## src/rtl/ast_arb_pkg.sv

```systemverilog
// Shared types and the round-robin selection helper for the Avalon-ST packet arbiter.
// rr_pick scans from the pointer upward, wrapping, so the pointer position has top priority.
package ast_arb_pkg;

    localparam int MAX_SRC = 16;
    localparam int MAX_SEL = 4;

    typedef enum logic {ARB_S, XFER_S} arb_state_t;

    typedef struct packed {
        logic               found;
        logic [MAX_SEL-1:0] idx;
    } rr_pick_t;

    function automatic rr_pick_t rr_pick(input logic [MAX_SRC-1:0] req,
                                         input logic [MAX_SEL-1:0] ptr,
                                         input int                 n);
        rr_pick_t           pick;
        int                 k;
        logic [MAX_SEL-1:0] k_idx;
        pick = '0;
        for (int off = 0; off < MAX_SRC; off++) begin
            k = int'(ptr) + off;
            if (k >= n) k = k - n;
            k_idx = k[MAX_SEL-1:0];
            if (off < n && !pick.found && req[k_idx]) begin
                pick.found = 1'b1;
                pick.idx   = k_idx;
            end
        end
        return pick;
    endfunction

endpackage

```

## src/rtl/rr_arbiter.sv

```systemverilog
// Combinational round-robin arbiter: request vector plus priority pointer in,
// one-hot grant and encoded index out. An all-zero one-hot means nobody requested.
module rr_arbiter #(
    parameter int N  = 4,
    localparam int SW = $clog2(N)
) (
    input  logic [N-1:0]  req,
    input  logic [SW-1:0] ptr,
    output logic [N-1:0]  grant_onehot,
    output logic [SW-1:0] grant_idx
);
    import ast_arb_pkg::*;

    rr_pick_t pick;

    always_comb begin
        pick = rr_pick(MAX_SRC'(req), MAX_SEL'(ptr), N);
        grant_idx = SW'(pick.idx);
        for (int i = 0; i < N; i++) begin
            grant_onehot[i] = pick.found && (pick.idx == MAX_SEL'(i));
        end
    end

endmodule

```

## src/rtl/ast_packet_arbiter.sv

```systemverilog
// Packet-granular round-robin merge of NUM_SRC Avalon-ST sinks onto one source.
// Grant is locked from SOP to EOP; the datapath is a pure mux with no buffering.
module ast_packet_arbiter #(
    parameter int  AST_DWIDTH    = 64,
    parameter int  CHANNEL_WIDTH = 1,
    parameter int  NUM_SRC       = 4,
    localparam int EMPTY_WIDTH   = $clog2(AST_DWIDTH/8),
    localparam int SEL_WIDTH     = $clog2(NUM_SRC)
) (
    input  logic                             clk_i,
    input  logic                             srst_i,
    input  logic [NUM_SRC*AST_DWIDTH-1:0]    snk_data_i,
    input  logic [NUM_SRC*EMPTY_WIDTH-1:0]   snk_empty_i,
    input  logic [NUM_SRC*CHANNEL_WIDTH-1:0] snk_channel_i,
    input  logic [NUM_SRC-1:0]               snk_sop_i,
    input  logic [NUM_SRC-1:0]               snk_eop_i,
    input  logic [NUM_SRC-1:0]               snk_valid_i,
    output logic [NUM_SRC-1:0]               snk_ready_o,
    output logic [AST_DWIDTH-1:0]            src_data_o,
    output logic [EMPTY_WIDTH-1:0]           src_empty_o,
    output logic [CHANNEL_WIDTH-1:0]         src_channel_o,
    output logic                             src_sop_o,
    output logic                             src_eop_o,
    output logic                             src_valid_o,
    input  logic                             src_ready_i,
    input  logic [NUM_SRC-1:0]               port_en_i,
    output logic [SEL_WIDTH-1:0]             grant_o,
    output logic                             busy_o,
    output logic                             err_o
);
    import ast_arb_pkg::*;

    arb_state_t           state;
    logic [SEL_WIDTH-1:0] grant_q;
    logic [SEL_WIDTH-1:0] ptr_q;
    logic [NUM_SRC-1:0]   req;
    logic [NUM_SRC-1:0]   flush;
    logic [NUM_SRC-1:0]   arb_onehot;
    logic [SEL_WIDTH-1:0] arb_idx;
    logic                 xfer;

    rr_arbiter #(.N(NUM_SRC)) u_rr (
        .req          (req),
        .ptr          (ptr_q),
        .grant_onehot (arb_onehot),
        .grant_idx    (arb_idx)
    );

    // Reset gates every combinational handshake so the sinks see reset values immediately.
    always_comb begin
        req           = snk_valid_i & snk_sop_i & port_en_i;
        xfer          = (state == XFER_S) && !srst_i;
        flush         = (state == ARB_S && !srst_i) ? (snk_valid_i & ~snk_sop_i & port_en_i) : '0;
        err_o         = |flush;
        src_data_o    = snk_data_i[int'(grant_q)*AST_DWIDTH +: AST_DWIDTH];
        src_empty_o   = snk_empty_i[int'(grant_q)*EMPTY_WIDTH +: EMPTY_WIDTH];
        src_channel_o = snk_channel_i[int'(grant_q)*CHANNEL_WIDTH +: CHANNEL_WIDTH];
        src_sop_o     = snk_sop_i[grant_q];
        src_eop_o     = snk_eop_i[grant_q];
        src_valid_o   = xfer && snk_valid_i[grant_q];
        snk_ready_o   = flush;
        if (xfer) snk_ready_o[grant_q] = src_ready_i;
    end

    assign grant_o = grant_q;
    assign busy_o  = (state == XFER_S);

    // The pointer only moves on a completed EOP, so an aborted packet keeps its priority slot.
    always_ff @(posedge clk_i) begin
        if (srst_i) begin
            state   <= ARB_S;
            grant_q <= '0;
            ptr_q   <= '0;
        end else begin
            case (state)
                ARB_S: begin
                    if (|arb_onehot) begin
                        grant_q <= arb_idx;
                        state   <= XFER_S;
                    end
                end
                XFER_S: begin
                    if (src_valid_o && src_ready_i && src_eop_o) begin
                        ptr_q <= (grant_q == SEL_WIDTH'(NUM_SRC-1)) ? '0 : grant_q + 1'b1;
                        state <= ARB_S;
                    end
                end
                default: state <= ARB_S;
            endcase
        end
    end

endmodule

```

## config.mk

```make
export PLATFORM = sky130hd
export DESIGN_NAME = ast_packet_arbiter
export DESIGN_NICKNAME = d
export VERILOG_FILES = /design/src/rtl/ast_arb_pkg.sv /design/src/rtl/rr_arbiter.sv /design/src/rtl/ast_packet_arbiter.sv
export SDC_FILE = /design/constraint.sdc
export NUM_CORES = 1
export LEC_CHECK = 0
export ABC_AREA = 1
export BUFFER_PORTS_ARGS = -buffer_cell sky130_fd_sc_hd__clkbuf_2
export CAP_MARGIN = 30
export CELL_PAD_IN_SITES_DETAIL_PLACEMENT = 1
export CELL_PAD_IN_SITES_GLOBAL_PLACEMENT = 1
export CORE_AREA = 5 5 140 142
export DETAILED_ROUTE_END_ITERATION = 12
export DIE_AREA = 0 0 145 147
export PLACE_DENSITY = 0.78
export SETUP_SLACK_MARGIN = 0.5
export SYNTH_ARGS = -nofsm -noshare
export SYNTH_HDL_FRONTEND = slang
export SYNTH_SLANG_ARGS = --single-unit
```

## constraint.sdc

```tcl
create_clock -name clk_i -period 4.25 [get_ports clk_i]
set_input_delay 0.2125 -clock clk_i [delete_from_list [all_inputs] [get_ports clk_i]]
set_output_delay 0.2125 -clock clk_i [all_outputs]
set_load 0.05 [all_outputs]
```

==> results.sh, run 1 <==
export IMPL_clock_path_buffers=2
export IMPL_worstSkewPairLatency_ns=0.23
export IMPL_relSlewSlack_pct=39.78
export IMPL_finalPower_w=0.002833
export IMPL_setup_violations=0
export IMPL_setup_worst_path_start_class="flip-flop"
export IMPL_clock_fmax_mhz=360.9
export IMPL_synth_compound_area_share_pct=44.07
export IMPL_clock_sinks=5
export IMPL_nets=1145
export IMPL_die_x_um=145
export IMPL_criticalPathCategory="flip-flop to output pin"
export IMPL_synth_xor_area_share_pct=0
export IMPL_syn_mean_instance_area_sq_um=5.226
export IMPL_rrSetupSlack_ns=1.89
export IMPL_ys_types=32
export IMPL_ys_warn_count=0
export IMPL_seq_area_frac_synth_pct=3.719
export IMPL_antenna_found_initial=0
export IMPL_drive_gt1_share_pct=48.94
export IMPL_initial_core_util_pct=14.68
export IMPL_grt_pass1_vias=5316
export IMPL_ys_ff_latch=5
export IMPL_final_hold_violation_count=0
export IMPL_finalHoldWorstSlack_ns=0.2810
export IMPL_regArea_sq_um=105.1
export IMPL_period_minus_slack_ns=2.771
export IMPL_grt_setup_unrepaired="no"
export IMPL_hold_class="input port to flip-flop"
export IMPL_async_flop_share_pct=0
export IMPL_cts_reportedPaths_clkPinSlew_ns=0.03
export IMPL_drc=0
export IMPL_synth_edf_count=0
export IMPL_synth_nets=813
export IMPL_antenna_cells=0
export IMPL_multi_input_area_sq_mm=0.002326
export IMPL_synthSimpleGateAreaFrac_pct=39.10
export IMPL_viasPerCell=4.669
export IMPL_root_buffer="clkbuf_16"
export IMPL_setup_worst_path_end_class="output pin"
export IMPL_die_area_sq_mm=0.02132
export IMPL_synth_cell_area_sq_mm=0.002691
export IMPL_status="completed"
export IMPL_synthAdderAreaFrac_pct=3.254
export IMPL_grt_max_degree=95
export IMPL_h_tree_depth=1
export IMPL_synth_mux_area_share_pct=0
export IMPL_drtIter0Drc=218
export IMPL_tns_ns=0
export IMPL_skew_ns=0.002391
export IMPL_required_ns=4.04
export IMPL_place_area_sq_mm=0.004691
export IMPL_dp_hpwl_mm=15.40
export IMPL_synth_commonest_cells="nor2_1 (140), o21ai_0 (140), o22ai_1 (69), clkbuf_1 (32), nand2_1 (32)"
export IMPL_track_usage_pct=15.95
export IMPL_arrival_ns=2.56
export IMPL_fin_crit_sh_pct=65.20
export IMPL_max_cap_violations=0
export IMPL_post_cts_resized=0
export IMPL_grt_pass1_wl_mm=28.27
export IMPL_synth_cells=515
export IMPL_p_per_area_mw_per_mm2=593.9
export IMPL_synth_ff_type="dfxtp_1"
export IMPL_timing_max_transition_violations_final=0
export IMPL_area_growth_pct=77.22
export IMPL_synth_top_area_cell="o21ai_0"
export IMPL_drtAntennaViolNets=0
export IMPL_cts_tree="done"
export IMPL_tightest_slew_ns=0.9033
export IMPL_stdcell_area_sq_mm=0.004770
export IMPL_vdd_drop_max_mv=0.2151
export IMPL_io_pins=370
export IMPL_chipHeight_um=147
export IMPL_num_rows=50
export IMPL_cts_setup_buffers=0
export IMPL_holdBufCountCts=0
export IMPL_synth_top_family_by_area="compound AO/OA/AOI/OAI gates"
export IMPL_routed_wl_mm=18.45
export IMPL_place_port_buffers=369
export IMPL_core_sq_mm=0.01833
export IMPL_yosysTopAreaCellShare_pct=26.03
export IMPL_grt_ovfl_total=0
export IMPL_p_leak_nw=2.563
export IMPL_synth_area_leaders="o21ai_0 (26%), nor2_1 (20%), o22ai_1 (16%), clkbuf_1 (4.5%), nand2_1 (4.5%)"
export IMPL_fillers=2512
export IMPL_wl_per_cell_um=17.08
export IMPL_drt_pass1_iter_count=4
export IMPL_path_max_fanout=94
export IMPL_vias=5042
export IMPL_globalplace_congestion=0.9788
export IMPL_cts_buffers=3
-- layout make-up --
cell class                 count  share of cell area [%]
multi-input combinational    450                   48.77
sequential                     5                   2.204
tap                          234                   6.139
inverter                      12                   1.154
clock buffer                   4                   1.653
timing repair buffer         375                   40.08
-- metal layers --
metal | GRT usage [%] | up-vias | routed length [um]
met4 | 4.190 | 0 | 429
li1 | - | 2485 | -
met5 | 0 | - | 0
met2 | 28.85 | 214 | 9075
met3 | 4.442 | 22 | 1469
met1 | 18.43 | 2321 | 7474
-- logic make-up (layout without fill, tap and decap cells) --
| group | count (synthesis) | after routing |
|---|---|---|
| AO/OA/AOI/OAI | 216 | 216 |
| adder cells (fa/ha/maj) | 7 | 7 |
| buffers and inverters | 60 | 391 |
| flip-flops | 5 | 5 |
| AND/OR/NAND/NOR | 227 | 227 |
-- critical path, cell delays in order, from the launching register on --
cell and delay, ns:
dfxtp_4 0.68, buf_4 0.74, o21ai_0 0.21, o22ai_1 0.24
clkbuf_2 0.34
-- worst paths after layout --
check,start,end,cells after the start
max,grant_o[0],src_data_o[59],4
min,srst_i,grant_o[1],2
max reg2reg,grant_o[0],ptr_q[1],8
min reg2reg,busy_o,busy_o,2
-- cells in the final DEF, fill, tap and decap left out, types with 5 or more instances in the layout --
cell type	n
nand2_4	7
nand2_2	8
o22ai_1	69
nand2_1	32
inv_2	5
nor2_1	140
nor3_1	5
clkbuf_2	369
ha_1	7
inv_1	5
nand3_1	22
buf_4	5
o21ai_0	140
-- per-stage QoR --
step	util [%]	setup slack [ns]	instances
6_report	26.02	1.479	1080
2_1_floorplan	-	1.759	515
5_1_grt	26.02	1.284	1080
4_1_cts	26.02	1.463	1080
3_5_place_dp	25.59	1.702	1076
3_3_place_gp	25.44	1.719	1075
-- flip-flops by register name, summed over array words and instances (netlist names) --
| signal | cells |
|---|---|
| ptr_q | 2 |
| busy_o | 1 |
| grant_o | 2 |
-- where the power goes --
group	total, W	leakage (nW)	switching [W]	internal [W]
registers	0.000125	0.0421	0.0000655	0.0000594
logic	0.00255	2.48	0.00195	0.000600
clock network	0.000157	0.0382	0.0000321	0.000124
No activity file was read; power rests on OpenSTA's default activity.
==> run 2: changes to the inputs <==
Settings changed: PLACE_DENSITY 0.78 to 0.81.
Clock period 4.25 ns to 2.34 ns, I/O delays scaled along.
==> run 2 against run 1 <==
Net effect:
- sequential share of layout area down 0.53 points
- critical path type unchanged
- via count increased by 0.75%
- clock power up 85%
- flip-flop and latch count unchanged
- combinational power rose to 2.8 times the previous value
==> results.sh, run 2 (synthesis results as in run 1) <==
export IMPL_fillers=2316
export IMPL_drtIter0Drc=116
export IMPL_num_rows=50
export IMPL_holdBufCountCts=0
export IMPL_final_hold_violation_count=0
export IMPL_cts_buffers=3
export IMPL_fin_crit_sh_pct=75.14
export IMPL_min_from="srst_i"
export IMPL_viasPerCell=4.691
export IMPL_dp_hpwl_mm=15.48
export IMPL_tightest_slew_ns=0.4794
export IMPL_vdd_drop_max_mv=0.6093
export IMPL_routed_wl_mm=18.13
export IMPL_hold_class="input port to flip-flop"
export IMPL_max_cap_violations=0
export IMPL_p_leak_nw=3.026
export IMPL_antenna_found_initial=0
export IMPL_finalPower_w=0.007616
export IMPL_die_x_um=145
export IMPL_tns_ns=0
export IMPL_vias=5080
export IMPL_track_usage_pct=15.99
export IMPL_setup_worst_path_start_class="flip-flop"
export IMPL_criticalPathCategory="flip-flop to output pin"
export IMPL_cts_setup_buffers=0
export IMPL_place_port_buffers=369
export IMPL_ff2ff_path_depth=8
export IMPL_multi_input_area_sq_mm=0.003286
export IMPL_antenna_cells=0
export IMPL_period_minus_slack_ns=1.758
export IMPL_io_pins=370
export IMPL_grt_ovfl_total=0
export IMPL_grt_pass1_vias=5488
export IMPL_relSlewSlack_pct=67.70
export IMPL_clock_path_buffers=2
export IMPL_p_per_area_mw_per_mm2=1159
export IMPL_timing_max_transition_violations_final=0
export IMPL_post_cts_resized=10
export IMPL_drtAntennaViolNets=0
export IMPL_r2r_start="grant_o[0]"
export IMPL_hold_path_depth=2
export IMPL_root_buffer="clkbuf_16"
export IMPL_grt_pass1_wl_mm=28.75
export IMPL_clock_fmax_mhz=568.7
export IMPL_area_growth_pct=144.2
export IMPL_skew_ns=0.001371
export IMPL_h_tree_depth=1
export IMPL_worstSkewPairLatency_ns=0.23
export IMPL_final_cell_mix="clkbuf_2 (305), nor2_1 (140), o21ai_0 (139), o22ai_4 (69), buf_12 (51)"
export IMPL_cts_reportedPaths_clkPinSlew_ns=0.03
export IMPL_clock_sinks=5
export IMPL_grt_setup_unrepaired="yes"
export IMPL_globalplace_congestion=0.8380
export IMPL_nets=1148
export IMPL_arrival_ns=1.64
export IMPL_status="completed"
export IMPL_chipHeight_um=147
export IMPL_drc=0
export IMPL_final_common_cell="clkbuf_2"
export IMPL_worstHoldEndpoint="grant_o[1]"
export IMPL_regArea_sq_um=110.1
export IMPL_drive_gt1_share_pct=57.95
export IMPL_cts_tree="done"
export IMPL_wl_per_cell_um=16.74
export IMPL_core_sq_mm=0.01833
export IMPL_grt_max_degree=75
export IMPL_drt_pass1_iter_count=4
export IMPL_r2r_end="ptr_q[1]"
export IMPL_required_ns=2.22
export IMPL_rrSetupSlack_ns=0.63
export IMPL_setup_worst_path_end_class="output pin"
export IMPL_die_area_sq_mm=0.02132
export IMPL_setup_violations=0
export IMPL_initial_core_util_pct=14.68
export IMPL_path_max_fanout=72
==> run 2: worst max-delay path by stage <==
stage | from | end | slack, ns | depth (start not counted)
2_1_floorplan | grant_o[1] | src_valid_o | 0.48 | 5
4_1_cts | grant_o[0] | src_data_o[14] | 0.51 | 5
3_5_place_dp | ptr_q[0] | grant_o[1] | 0.40 | 12
5_1_grt | grant_o[0] | src_data_o[24] | 0.48 | 5
6_report | grant_o[0] | src_data_o[52] | 0.58 | 4
3_3_place_gp | ptr_q[0] | grant_o[0] | 0.46 | 12
==> run 2: cell type report <==
type	count	share of cell area [%]
multi-input cells	450	49.99
clock buffers	4	1.199
inverters	12	0.9138
well taps	234	4.455
repair buffers	378	41.77
flip-flops and latches	5	1.675
==> run 2: metal layers <==
layer	global-route usage [%]	vias up	routed length, um
li1	-	2489	-
met1	17.35	2370	6663
met2	30.97	214	9806
met3	5.151	7	1557
met4	1.789	0	99
met5	0	-	0
==> run 2: metrics by stage <==
| step | hold WS (ns) | worst slack [ns] | util, % | instance area (sq um) | instances |
|---|---|---|---|---|---|
| 5_1_grt | 0.2106 | 0.4832 | 35.86 | 6573 | 1083 |
| 2_1_floorplan | 0.3639 | 0.4839 | - | 3652 | 515 |
| 4_1_cts | 0.2083 | 0.5062 | 35.59 | 6524 | 1083 |
| 3_5_place_dp | 0.4515 | 0.4018 | 35.04 | 6424 | 1079 |
| 3_3_place_gp | 0.4482 | 0.4551 | 35.04 | 6424 | 1079 |
| 6_report | 0.1943 | 0.5817 | 35.86 | 6573 | 1083 |
==> run 2: report_power, final <==
part / internal (W) / leakage [nW] / switching, W
Clock: 0.000227 / 0.0382 / 0.0000648
Sequential: 0.000109 / 0.0433 / 0.0000454
Combinational: 0.00284 / 2.94 / 0.00433
==> run 2: critical path: stages, from the launching register on <==
cell      delay (ns)
dfxtp_4         0.40
buf_12          0.27
o21ai_0         0.21
o22ai_4         0.17
clkbuf_2        0.31
==> run 3: changes to the inputs <==
Settings changed: PLACE_DENSITY 0.81 to 0.78.
Clock period 2.34 ns to 1.65 ns, I/O delays scaled along.
==> run 3 against run 2 <==
Net effect:
- the run now ends with setup timing left
- die area stayed put
- combinational power grew 98%
- core utilization up 16 points
- routed wire length up 38%
- via count increased by 13%
- flip-flop and latch count is the same
- global-route usage increased by 5.4 points
- clock skew is 0.0013 ns lower
- register-to-register slack got worse by 0.58 ns
- clock power increased by 38%
- hold slack gained 0.10 ns
- first-iteration DRC count grew 47%
- critical path type unchanged
- largest power group unchanged
==> results.sh, run 3 (synthesis results as in run 1) <==
export IMPL_grt_setup_unrepaired="yes"
export IMPL_die_area_sq_mm=0.02132
export IMPL_cts_reportedPaths_clkPinSlew_ns=0.03
export IMPL_tightest_slew_ns=0.4093
export IMPL_fin_crit_sh_pct=103.0
export IMPL_path_max_fanout=8
export IMPL_die_x_um=145
export IMPL_path_cells="buf_12 > clkinv_16 > buf_16 > buf_12 > o21ai_4 > o22ai_4 > buf_8"
export IMPL_worstSkewPairLatency_ns=0.23
export IMPL_grt_pass1_vias=6419
export IMPL_globalplace_congestion=0.8981
export IMPL_violations="setup timing"
export IMPL_hold_class="input port to flip-flop"
export IMPL_chipHeight_um=147
export IMPL_grt_pass1_wl_mm=36.96
export IMPL_max_stage_delay_ns=0.38
export IMPL_timing_max_transition_violations_final=0
export IMPL_place_ws_ns=0.02618
export IMPL_finalPower_w=0.01484
export IMPL_cp_buffers_inverters=5
export IMPL_period_minus_slack_ns=1.699
export IMPL_setup_worst_path_end_class="output pin"
export IMPL_track_usage_pct=21.39
export IMPL_fillers=2076
export IMPL_slowest_stage="dfxtp_4"
export IMPL_clock_fmax_mhz=588.7
export IMPL_antenna_cells=0
export IMPL_drive_gt1_share_pct=86.32
export IMPL_p_per_area_mw_per_mm2=1552
export IMPL_status="finished with violations"
export IMPL_final_hold_violation_count=0
export IMPL_root_buffer="clkbuf_16"
export IMPL_antenna_found_initial=0
export IMPL_p_leak_nw=3.967
export IMPL_arrival_ns=1.62
export IMPL_h_tree_depth=1
export IMPL_io_pins=370
export IMPL_clock_path_buffers=2
export IMPL_num_rows=50
export IMPL_multi_input_area_sq_mm=0.004871
export IMPL_setup_violations=20
export IMPL_critPathTopFamily="buffers and inverters"
export IMPL_regArea_sq_um=116.4
export IMPL_setup_worst_path_start_class="flip-flop"
export IMPL_relSlewSlack_pct=72.43
export IMPL_final_cell_mix="clkbuf_2 (291), o22ai_4 (69), nor2_4 (57), o21ai_4 (56), buf_8 (46)"
export IMPL_vias=5731
export IMPL_final_common_cell="clkbuf_2"
export IMPL_routed_wl_mm=24.95
export IMPL_drtIter0Drc=170
export IMPL_dp_hpwl_mm=17.15
export IMPL_wl_per_cell_um=21.33
export IMPL_drt_pass1_iter_count=4
export IMPL_initial_core_util_pct=14.68
export IMPL_clock_sinks=5
export IMPL_path_common_cell="buf_12"
export IMPL_nets=1235
export IMPL_drc=0
export IMPL_core_sq_mm=0.01833
export IMPL_fin_ws_ns=-0.04875
export IMPL_criticalPathCategory="flip-flop to output pin"
export IMPL_grt_ovfl_total=0
export IMPL_skew_ns=0.0001072
export IMPL_cts_buffers=3
export IMPL_max_cap_violations=0
export IMPL_required_ns=1.57
export IMPL_cts_tree="done"
export IMPL_viasPerCell=4.898
export IMPL_area_growth_pct=255.4
export IMPL_tns_ns=-0.4088
export IMPL_utilization_pct=52.18
export IMPL_drtAntennaViolNets=0
export IMPL_vdd_drop_max_mv=0.8390
export IMPL_place_port_buffers=369
export IMPL_grt_max_degree=31
==> run 3: cell types whose count changed in the layout (fill, tap and decap cells not counted), sizes merged <==
cell      previous run  this run
inv                 12        11
buf                 58       138
bufbuf               0         4
clkinvlp             0         1
clkinv               0         3
==> run 3: power by group <==
part           total, W  internal, W  switching, W  leakage, nW
Sequential     0.000228     0.000159     0.0000695       0.0441
Combinational    0.0142      0.00621       0.00800         3.88
Clock          0.000402     0.000320     0.0000813       0.0382
Total            0.0148      0.00669       0.00815         3.97
==> run 3: layout make-up <==
type,instances,area share [%]
clock buffers,4,0.8241
inverters,12,1.086
multi-input cells,450,50.92
flip-flops and latches,5,1.216
well taps,234,3.061
repair buffers,462,42.32
repair inverters,3,0.5755
==> run 3: through the flow <==
| stage | cells | hold slack (ns) | cell area [sq um] |
|---|---|---|---|
| after global placement | 1104 | 0.4112 | 7096 |
| after floorplan | 515 | 0.3399 | 5066 |
| after CTS | 1153 | 0.2133 | 9006 |
| final | 1170 | 0.2938 | 9565 |
| after detailed placement | 1104 | 0.4183 | 7096 |
| after global routing | 1170 | 0.3126 | 9565 |
==> run 3: per-layer routing <==
metal  routed length, um  track usage [%]
met1                8740            22.21
met2               14470            44.00
met3                1097            3.486
met4                 646            4.896
met5                   0                0
==> run 3: worst register-to-register path: cells and delay by family, from the launching register on <==
family | cells | cell delay, ns
DFF | 1 | 0.36
buffers and inverters | 5 | 0.50
AOI/OAI and AO/OA | 1 | 0.11
and+or+nand+nor | 5 | 0.50
==> run 3: final timing paths <==
check	from	endpoint	slack, ns	depth (start not counted)
max	grant_o[0]	src_channel_o	-0.05	7
max reg2reg	grant_o[0]	busy_o	0.05	11
min reg2reg	busy_o	busy_o	0.60	2
min	srst_i	grant_o[1]	0.29	2
==> run 3: timing repair <==
| action | in CTS | in global routing |
|---|---|---|
| hold buffers | 0 | 0 |
| buffers inserted | 34 | 15 |
| setup endpoints to repair | 83 | 83 |
| gates cloned | 11 | 2 |
| pin swaps | 17 | 35 |
| resized for setup | 314 | 116 |
